--- src/rtl/uart_tx_arbiter.sv ---
// Round-robin sequencer sharing one uart_tx between NUM_REQ byte sources, with packet lock.
// Latency: valid sampled in IDLE -> tx_en_o/req_ready_o one clock later; a sampled busy fall reopens IDLE after GAP_CYCLES clocks.
// Backpressure: a source holds valid/data until its one-cycle req_ready_o pulse; valids are sampled only in IDLE.
module uart_tx_arbiter #(
    parameter int NUM_REQ      = 4,
    parameter int GAP_CYCLES   = 5208,
    parameter int BUSY_TIMEOUT = 16
) (
    input  logic                 clk_i,
    input  logic                 rst_i,
    input  logic [NUM_REQ-1:0]   req_valid_i,
    input  logic [8*NUM_REQ-1:0] req_data_i,
    input  logic [NUM_REQ-1:0]   req_last_i,
    output logic [NUM_REQ-1:0]   req_ready_o,
    output logic [NUM_REQ-1:0]   grant_o,
    output logic                 tx_en_o,
    output logic [7:0]           tx_data_o,
    input  logic                 tx_busy_i,
    output logic                 busy_o,
    output logic                 err_o
);

    localparam int PTR_W = (NUM_REQ > 1) ? $clog2(NUM_REQ) : 1;
    localparam int BT_W  = $clog2(BUSY_TIMEOUT + 1);
    localparam int GAP_W = $clog2(GAP_CYCLES + 1);

    localparam logic [PTR_W:0]   NREQ_W   = (PTR_W+1)'(NUM_REQ);
    localparam logic [PTR_W-1:0] LAST_IDX = PTR_W'(NUM_REQ - 1);
    localparam logic [BT_W-1:0]  BT_LAST  = BT_W'(BUSY_TIMEOUT - 1);
    localparam logic [GAP_W-1:0] GAP_LOAD = GAP_W'(GAP_CYCLES - 1);
    localparam logic [GAP_W-1:0] GAP_ONE  = GAP_W'(1);

    typedef enum logic [1:0] {
        IDLE      = 2'd0,
        WAIT_BUSY = 2'd1,
        WAIT_DONE = 2'd2,
        GAP       = 2'd3
    } state_t;

    state_t             state_q, state_d;
    logic [PTR_W-1:0]   rr_ptr_q, rr_ptr_d;
    logic [PTR_W-1:0]   owner_q, owner_d, owner_inc;
    logic               lock_q, lock_d;
    logic               last_q, last_d;
    logic [BT_W-1:0]    bcnt_q, bcnt_d;
    logic [GAP_W-1:0]   gcnt_q, gcnt_d;
    logic [NUM_REQ-1:0] ready_d, grant_d;
    logic               tx_en_d, err_d;
    logic [7:0]         tx_data_d;

    logic               cand_vld;
    logic [PTR_W-1:0]   cand_idx;
    logic [PTR_W:0]     scan_idx;

    assign owner_inc = (owner_q == LAST_IDX) ? '0 : owner_q + 1'b1;

    // Scan downwards so the entry nearest rr_ptr is written last and wins.
    always_comb begin
        cand_vld = 1'b0;
        cand_idx = '0;
        scan_idx = '0;
        if (lock_q) begin
            cand_vld = req_valid_i[owner_q];
            cand_idx = owner_q;
        end else begin
            for (int i = NUM_REQ - 1; i >= 0; i--) begin
                scan_idx = {1'b0, rr_ptr_q} + (PTR_W+1)'(i);
                if (scan_idx >= NREQ_W) begin
                    scan_idx = scan_idx - NREQ_W;
                end
                if (req_valid_i[scan_idx[PTR_W-1:0]]) begin
                    cand_vld = 1'b1;
                    cand_idx = scan_idx[PTR_W-1:0];
                end
            end
        end
    end

    always_comb begin
        state_d   = state_q;
        rr_ptr_d  = rr_ptr_q;
        owner_d   = owner_q;
        lock_d    = lock_q;
        last_d    = last_q;
        bcnt_d    = bcnt_q;
        gcnt_d    = gcnt_q;
        ready_d   = '0;
        grant_d   = grant_o;
        tx_en_d   = 1'b0;
        err_d     = 1'b0;
        tx_data_d = tx_data_o;
        case (state_q)
            IDLE: begin
                if (cand_vld) begin
                    state_d   = WAIT_BUSY;
                    owner_d   = cand_idx;
                    last_d    = req_last_i[cand_idx];
                    ready_d   = NUM_REQ'(1) << cand_idx;
                    grant_d   = NUM_REQ'(1) << cand_idx;
                    tx_en_d   = 1'b1;
                    tx_data_d = req_data_i[{cand_idx, 3'b000} +: 8];
                    bcnt_d    = '0;
                end
            end
            WAIT_BUSY: begin
                if (tx_busy_i) begin
                    state_d = WAIT_DONE;
                end else if (bcnt_q == BT_LAST) begin
                    err_d    = 1'b1;
                    lock_d   = 1'b0;
                    grant_d  = '0;
                    rr_ptr_d = owner_inc;
                    gcnt_d   = GAP_LOAD;
                    state_d  = GAP;
                end else begin
                    bcnt_d = bcnt_q + 1'b1;
                end
            end
            WAIT_DONE: begin
                if (!tx_busy_i) begin
                    state_d = GAP;
                    gcnt_d  = GAP_LOAD;
                    if (last_q) begin
                        lock_d   = 1'b0;
                        grant_d  = '0;
                        rr_ptr_d = owner_inc;
                    end else begin
                        lock_d = 1'b1;
                    end
                end
            end
            GAP: begin
                // Leaving one clock early makes the IDLE sampling edge land GAP_CYCLES after the fall.
                if (gcnt_q <= GAP_ONE) begin
                    state_d = IDLE;
                end else begin
                    gcnt_d = gcnt_q - 1'b1;
                end
            end
            default: state_d = IDLE;
        endcase
    end

    always_ff @(posedge clk_i) begin
        if (rst_i) begin
            state_q     <= IDLE;
            rr_ptr_q    <= '0;
            owner_q     <= '0;
            lock_q      <= 1'b0;
            last_q      <= 1'b0;
            bcnt_q      <= '0;
            gcnt_q      <= '0;
            req_ready_o <= '0;
            grant_o     <= '0;
            tx_en_o     <= 1'b0;
            tx_data_o   <= '0;
            busy_o      <= 1'b0;
            err_o       <= 1'b0;
        end else begin
            state_q     <= state_d;
            rr_ptr_q    <= rr_ptr_d;
            owner_q     <= owner_d;
            lock_q      <= lock_d;
            last_q      <= last_d;
            bcnt_q      <= bcnt_d;
            gcnt_q      <= gcnt_d;
            req_ready_o <= ready_d;
            grant_o     <= grant_d;
            tx_en_o     <= tx_en_d;
            tx_data_o   <= tx_data_d;
            busy_o      <= (state_d != IDLE);
            err_o       <= err_d;
        end
    end

endmodule

--- config.mk ---
export PLATFORM = sky130hd
export DESIGN_NAME = uart_tx_arbiter
export DESIGN_NICKNAME = d
export VERILOG_FILES = /design/src/rtl/uart_tx_arbiter.sv
export SDC_FILE = /design/constraint.sdc
export NUM_CORES = 1
export LEC_CHECK = 0
export BUFFER_PORTS_ARGS = -buffer_cell sky130_fd_sc_hd__buf_4
export CORE_MARGIN = 4
export CORE_UTILIZATION = 27
export CTS_CLUSTER_SIZE = 8
export DETAILED_ROUTE_END_ITERATION = 7
export PLACE_DENSITY = 0.5
export SYNTH_ARGS = -nofsm -noshare
export SYNTH_HDL_FRONTEND = slang
export SYNTH_SLANG_ARGS = --single-unit
--- constraint.sdc ---
create_clock -name clk_i -period 2.4 [get_ports clk_i]
set_input_delay 0.12 -clock clk_i [delete_from_list [all_inputs] [get_ports clk_i]]
set_output_delay 0.12 -clock clk_i [all_outputs]
set_load 0.005 [all_outputs]
# Word level (Yosys, flattened, before mapping)
# Cells that the tools add are included.
# totals
wordCells	130
regBits	45
output_inout_bits	19
inputBits	43
# classes
n_lt_le_gt_ge	11
reduce_logical	15
muxes	64
shifts	2
bitwise_logic	3
addsub	10
eq_ne	12
# ops
operator	count
13-bit two-way mux	4
2-bit two-way mux	23
13-bit one-hot mux with 3 select lines	1
32-bit by 6-bit variable part select with 8-bit output	1
4-bit two-way mux	5
2-bit by 3-bit < comparator with 1-bit output, second input constant	6
1-bit two-way mux	17
5-bit two-way mux	3
2-bit inequality test, second input constant	7
13-bit by 1-bit <= comparator with 1-bit output, second input constant	1
13-bit by 1-bit subtractor with 13-bit output, second input constant	1
1-bit binary-select mux with 2-bit select	6
4-bit one-hot mux with 3 select lines	1
5-bit one-hot mux with 2 select lines	1
5-bit AND reduction	2
3-bit >= comparator, second input constant	3
2-bit one-hot mux with 4 select lines	1
4-bit AND reduction	2
2-bit by 1-bit subtractor with 2-bit output, second input constant	4
2-bit by 2-bit adder with 3-bit output, second input constant	2
2-bit equality test, second input constant	3
6-bit AND reduction	1
2-bit nonzero test	3
3-bit nonzero test	2
14 further kinds	17

# Depth between registers and ports, before layout
# Gate-level depths: netlist of the first run.
# depth
depth_word	14
depth_mapped	9

# Least setup slack after synthesis of the first run
# Ideal clock, no wire load.
# synth_path
kind	reg-to-reg
start	reg bcnt_q[0]
end	reg grant_o[2]
path_stages_with_launch	9
t_arrival_ns	2.085
n_path_buf	0
slack_ns	0.244
t_required_ns	2.330
setup_time_ns	0.070
path_cell_list	dfxtp_1 -> ha_1 -> and3_1 -> ha_1 -> nor2b_1 -> o41ai_1 -> nand2_1 -> or4b_1 -> a21oi_1
# synth_between
elab_chain_cells	3
# synth_lines
item	line_no	text
start, declared	45	logic [BT_W-1:0] bcnt_q, bcnt_d;
start signal, assigned	165	bcnt_q <= bcnt_d;
5-bit by 4-bit equality test with 1-bit output	108	end else if (bcnt_q == BT_LAST) begin
2-bit inequality test (no source line)	--	
6-bit AND reduction (no source line)	--	
end signal, assigned	168	grant_o <= grant_d;
end, declared	15	output logic [NUM_REQ-1:0] grant_o,
# No other way between the ends.
# A chain may end at the register's enable or synchronous reset.

# Worst setup path in the final report of the first run
# Ends and elaborated chain as after synthesis.

==> results.yml, run 1 <==
clocking:
  h-tree-depth: 2
  cts_buffer_depth: 2
  ctsHoldBuffers: 0
  cts_tree: "yes"
  cts_root_buffer: "clkbuf_8"
  clock_latency_ns: 0.29
  cts_resized: 0
  cts_buffers: 5
  cts_setup_buffers: 0
  clk_pin_slew_ns: 0.09
  clock-sinks: 45
critical_path:
  worstPathRequired_ns: 2.62
  critPathArrivalTime_ns: 2.44
  cp-start-kind: "flip-flop"
  crit_fanout: 7
  critPathKind: "flip-flop to flip-flop"
  end_kind: "flip-flop"
yosys:
  synthesis.area_sq_mm: 0.00247
  yosys_warnings: 0
  synth_nets: 327
  synth_ff_type: "dfxtp_1"
  netlist.top_cell.by_area: "dfxtp_1"
  synthArstFlopShare_pct: 0
  ys_types: 55
  ys_seq_area_share_pct: 36.5
  ys_ff_latch: 45
  synth_edf_count: 0
  synthCells: 275
  ys_top_cells_by_area: "dfxtp_1 37%, mux2i_1 12%, ha_1 4.6%"
  netlist.area_leader.share_pct: 36.5
  syn_avg_cell_area_sq_um: 8.97
sta:
  max_freq_mhz: 452
  worst_slack_ns: 0.187
  setup_tns_ns: 0
  finalMaxSlewViolations: 0
  finalCritPeriodShare_pct: 92.2
  tightest_slew_ns: 0.527
  setup_viol: 0
  hold_viol_final: 0
  rsz0062_at_grt: "false"
  maxSlewHeadroom_pct: 64.3
  period_needed_ns: 2.21
  fin_skew_ns: 0.0105
drt:
  via_per_inst: 4.74
  totalWireLength_microns: 6010
  routed-via-count: 2158
  drcViolationCount: 0
  wire_per_inst_microns: 13.2
  antenna_left: 0
  drt-initial-drc-count: 75
  drtPass1Iterations: 4
grt:
  grt_max_degree: 28
  antenna_found_initial: 0
  grt_pass1_vias: 2124
  track_usage_pct: 11.1
  grt_pass1_wl_microns: 10100
  overflow: 0
floorplanning:
  die_width_microns: 104
  core_area_sq_mm: 0.00881
  dieArea_sq_mm: 0.0107
  initial_core_util_pct: 28.0
  die_height_microns: 104
  rows: 34
  io_pins: 62
final_layout:
  final_common_cell: "buf_4"
  drive_above_1_share_pct: 28.2
  layout_common_cells: "72 x buf_4, 45 x dfxtp_1, 30 x mux2i_1"
  nNetsFinal: 398
  area_delta_synth_final_pct: 32.2
  diodes: 0
job:
  maxCapViolCount: 0
min_path:
  hold_path_class: "primary input to flip-flop"
run_status:
  status: "finished clean"
power_and_ir_drop:
  p_per_area_mw_per_mm2: 919
  ir_drop_v: 0.000291
  power.leakage_uw: 0.00139
place:
  io_buffers: 61
  place.gp.congestion: 0.780
  pre_cts_ws_ns: 0.111
  hpwlAfterDp_microns: 4580
routing by layer:
layer  share of wire (%)  routed length (microns)  global-route usage [%]
met1                  48                     2920                    14.8
met2                  44                     2620                    17.3
met3                 7.5                      453                    4.29
met4                0.45                       27                    1.99
met5                   0                        0                       0
stage by stage:
step	hold WS, ns	cell area, sq um	cells	utilization, %	total power, uW
global route	0.206	3260	455	37.0	3230
CTS	0.191	3250	455	36.9	3030
detailed placement	0.451	3130	447	35.6	2410
finish	0.200	3260	455	37.0	3000
floorplan	0.361	2470	275	-	1940
global placement	0.451	3130	447	35.6	2410
report_power, final:
| group | switching (uW) | internal (uW) | total (uW) | leakage (uW) |
|---|---|---|---|---|
| registers | 136 | 911 | 1050 | 0.000369 |
| clock network | 265 | 339 | 604 | 0.0000574 |
| logic | 668 | 676 | 1340 | 0.000967 |
Yosys cell counts (5+ instances only):
master    n
nand2_1  22
a21oi_1  21
dfxtp_1  45
nor3_1    9
xor2_1    7
inv_1    11
nor2b_1   5
a22o_1    9
mux2i_1  30
ha_1      9
nand3_1   5
nor2_1   25
cell type report:
cell class                 count  area, sq um
clock buffer                   6         82.6
clock inverter                 2         37.5
fill                         882         5550
inverter                      12         45.0
multi-input combinational    209         1500
sequential                    45          901
tap                          108          135
timing repair buffer          73          561
final timing paths:
path	depth (start not counted)	start	slack, ns	end
setup / recovery	8	bcnt_q[0]$_SDFFE_PP0P_	0.19	grant_o[2]$_SDFFE_PP0P_
hold / removal	2	rst_i	0.20	owner_q[0]$_SDFFE_PP0P_
setup reg to reg	8	bcnt_q[0]$_SDFFE_PP0P_	0.19	grant_o[2]$_SDFFE_PP0P_
hold reg to reg	2	grant_o[1]$_SDFFE_PP0P_	0.47	grant_o[1]$_SDFFE_PP0P_
worst max-delay path: stages, from the launching register on:
cell and delay, ns:
dfxtp_1 0.38, ha_1 0.17, and3_1 0.16, ha_1 0.17
nor2b_1 0.07, o41ai_2 0.33, nand2_1 0.22, or4b_1 0.50
a21oi_1 0.14
sequential cells by signal (all words and copies together) (netlist names):
name / cells
req_ready_o: 4
gcnt_q: 13
bcnt_q: 5
grant_o: 4
err_o: 1
owner_q: 2
busy_o: 1
state_q: 2
last_q: 1
tx_data_o: 8
lock_q: 1
rr_ptr_q: 2
tx_en_o: 1
logic make-up (layout without fill, tap and decap cells):
logic type      Yosys count  count (layout)  share of synthesized area (%)
compound gates           53              53                           15.0
mux                      33              33                           13.5
xor+xnor                 11              11                           3.90
fa+ha+maj                 9               9                           4.56
buf+inv                  21              93                           3.45
flops                    45              45                           36.5
simple gates            103             103                           23.1
(Power assumes the default switching activity.)
==> run 2: changes to the inputs <==
- ABC_CLOCK_PERIOD_IN_PS: not set -> 2400
- CORE_ASPECT_RATIO: not set -> 0.7
==> run 2 against run 1 <==
Net effect: maximum frequency increased by 0.78%; non-clock buffer count decreased by 4; global-route usage increased by 0.91 points; clock-buffer cell count decreased by 1; setup slack improved by 0.017 ns; largest cell class unchanged; highest routed layer unchanged.
==> results.yml, run 2 (synthesis results as in run 1) <==
place:
  hpwlAfterDp_microns: 4880
  io_buffers: 61
  place.gp.congestion: 0.839
grt:
  grt_pass1_vias: 2106
  track_usage_pct: 12.0
  antenna_found_initial: 0
  overflow: 0
  grt_max_degree: 28
  grt_pass1_wl_microns: 10400
sta:
  timing.hold.ws_ns: 0.208
  maxSlewHeadroom_pct: 63.2
  hold_viol_final: 0
  setup_tns_ns: 0
  period_needed_ns: 2.20
  finalMaxSlewViolations: 0
  tightest_slew_ns: 0.543
  setup_viol: 0
  rsz0062_at_grt: "false"
  max_freq_mhz: 455
  fin_skew_ns: 0.00645
  finalCritPeriodShare_pct: 91.5
drt:
  routed-via-count: 2186
  drt-initial-drc-count: 119
  drcViolationCount: 0
  totalWireLength_microns: 6520
  via_per_inst: 4.73
  antenna_left: 0
  drtPass1Iterations: 4
  wire_per_inst_microns: 14.1
run_status:
  status: "finished clean"
floorplanning:
  io_pins: 62
  dieArea_sq_mm: 0.0108
  core_area_sq_mm: 0.00869
  die_width_microns: 122
  die_height_microns: 88.0
  rows: 28
  initial_core_util_pct: 28.4
power_and_ir_drop:
  power.leakage_uw: 0.00139
  p_seq_share_pct: 33.0
  pwr-share-clk_pct: 24.2
  p_int_uw: 2050
  p_comb_share_pct: 42.9
  sw_frac_of_total_pct: 35.1
  p_per_area_mw_per_mm2: 963
  p_switching_uw: 1110
  ir_drop_v: 0.000371
critical_path:
  cp-start-kind: "flip-flop"
  r2r-start: "bcnt_q[0]$_SDFFE_PP0P_"
  rr_worst_depth: 8
  cp-startpoint: "bcnt_q[0]$_SDFFE_PP0P_"
  critPathArrivalTime_ns: 2.41
  end_kind: "flip-flop"
  crit_fanout: 7
  endpoint: "grant_o[2]$_SDFFE_PP0P_"
  critPathKind: "flip-flop to flip-flop"
  r2r_end: "grant_o[2]$_SDFFE_PP0P_"
  worstPathRequired_ns: 2.62
  r2r_setup_slack_ns: 0.20
clocking:
  cts_root_buffer: "clkbuf_16"
  clk_pin_slew_ns: 0.06
  cts_buffer_depth: 2
  h-tree-depth: 2
  cts_buffers: 5
  ctsHoldBuffers: 0
  cts_tree: "yes"
  clock-sinks: 45
  clock_latency_ns: 0.28
final_layout:
  largestRegisters: "gcnt_q: 13 flops, tx_data_o: 8 flops, bcnt_q: 5 flops"
  layout_common_cells: "69 x buf_4, 45 x dfxtp_1, 30 x mux2i_1"
  regMostFlops: "gcnt_q"
  diodes: 0
  n_fill_cell: 931
  largest_reg_flops: 13
  nNetsFinal: 394
  area_delta_synth_final_pct: 33.2
  final_common_cell: "buf_4"
  drive_above_1_share_pct: 27.8
job:
  maxCapViolCount: 0
min_path:
  hold_path_class: "primary input to flip-flop"
## run 2: how the worst min path moves through the flow
stage                            startpoint                        to  slack, ns  cells after the start
floorplan                         tx_busy_i          err_o$_SDFF_PP0_       0.36                      2
global placement    grant_o[0]$_SDFFE_PP0P_   grant_o[0]$_SDFFE_PP0P_       0.44                      2
detailed placement  grant_o[3]$_SDFFE_PP0P_   grant_o[3]$_SDFFE_PP0P_       0.45                      2
CTS                                   rst_i   owner_q[0]$_SDFFE_PP0P_       0.21                      2
global route                          rst_i  rr_ptr_q[0]$_SDFFE_PP0P_       0.25                      2
finish                                rst_i   owner_q[0]$_SDFFE_PP0P_       0.21                      2
## run 2: worst max-delay path, stage by stage, from the launching register on
cell and delay (ns):
dfxtp_1 0.36, ha_1 0.17, and3_1 0.17, ha_2 0.24, nor2b_1 0.09, o41ai_2 0.33
nand2_1 0.15, or4b_1 0.48, a21oi_1 0.14
## run 2: stage by stage
stage / cell area (sq um) / util, % / worst slack, ns / cells / total power (uW)
floorplan: 2470 / - / 0.244 / 275 / 1940
global placement: 3110 / 35.7 / 0.113 / 455 / 2400
detailed placement: 3110 / 35.7 / 0.0377 / 455 / 2390
CTS: 3270 / 37.6 / 0.0200 / 462 / 3160
global route: 3290 / 37.8 / 0.00933 / 462 / 3390
finish: 3290 / 37.8 / 0.204 / 462 / 3160
## run 2: metal layers
layer  up-vias  global-route usage [%]  part of all wire (%)
met4         0                    3.56                  0.66
met5         -                       0                     0
li1       1123                       -                     -
met3         2                    2.65                   3.6
met1      1030                    17.9                    51
met2        31                    17.1                    45
## run 2: power groups by stage
| stage | combinational (uW) | sequential, uW | clock (uW) |
|---|---|---|---|
| after global routing | 1500 | 1070 | 813 |
| after detailed placement | 1330 | 1060 | 0 |
| final | 1360 | 1040 | 765 |
| after CTS | 1340 | 1040 | 783 |
| after floorplan | 911 | 1030 | 0 |
| after global placement | 1330 | 1060 | 0 |
## run 2: final cells by class
type	instances	area [sq um]	share of cell area [%]
inverters	12	45.0	1.37
repair buffers	69	518	15.8
clock inverters	2	35.0	1.07
multi-input cells	209	1510	46.0
well taps	120	150	4.57
flip-flops and latches	45	901	27.4
clock buffers	5	125	3.81
## run 2: what timing repair did
action,CTS,global route
resized for setup,0,4
endpoints found under the setup margin,0,9
buffers inserted,0,0
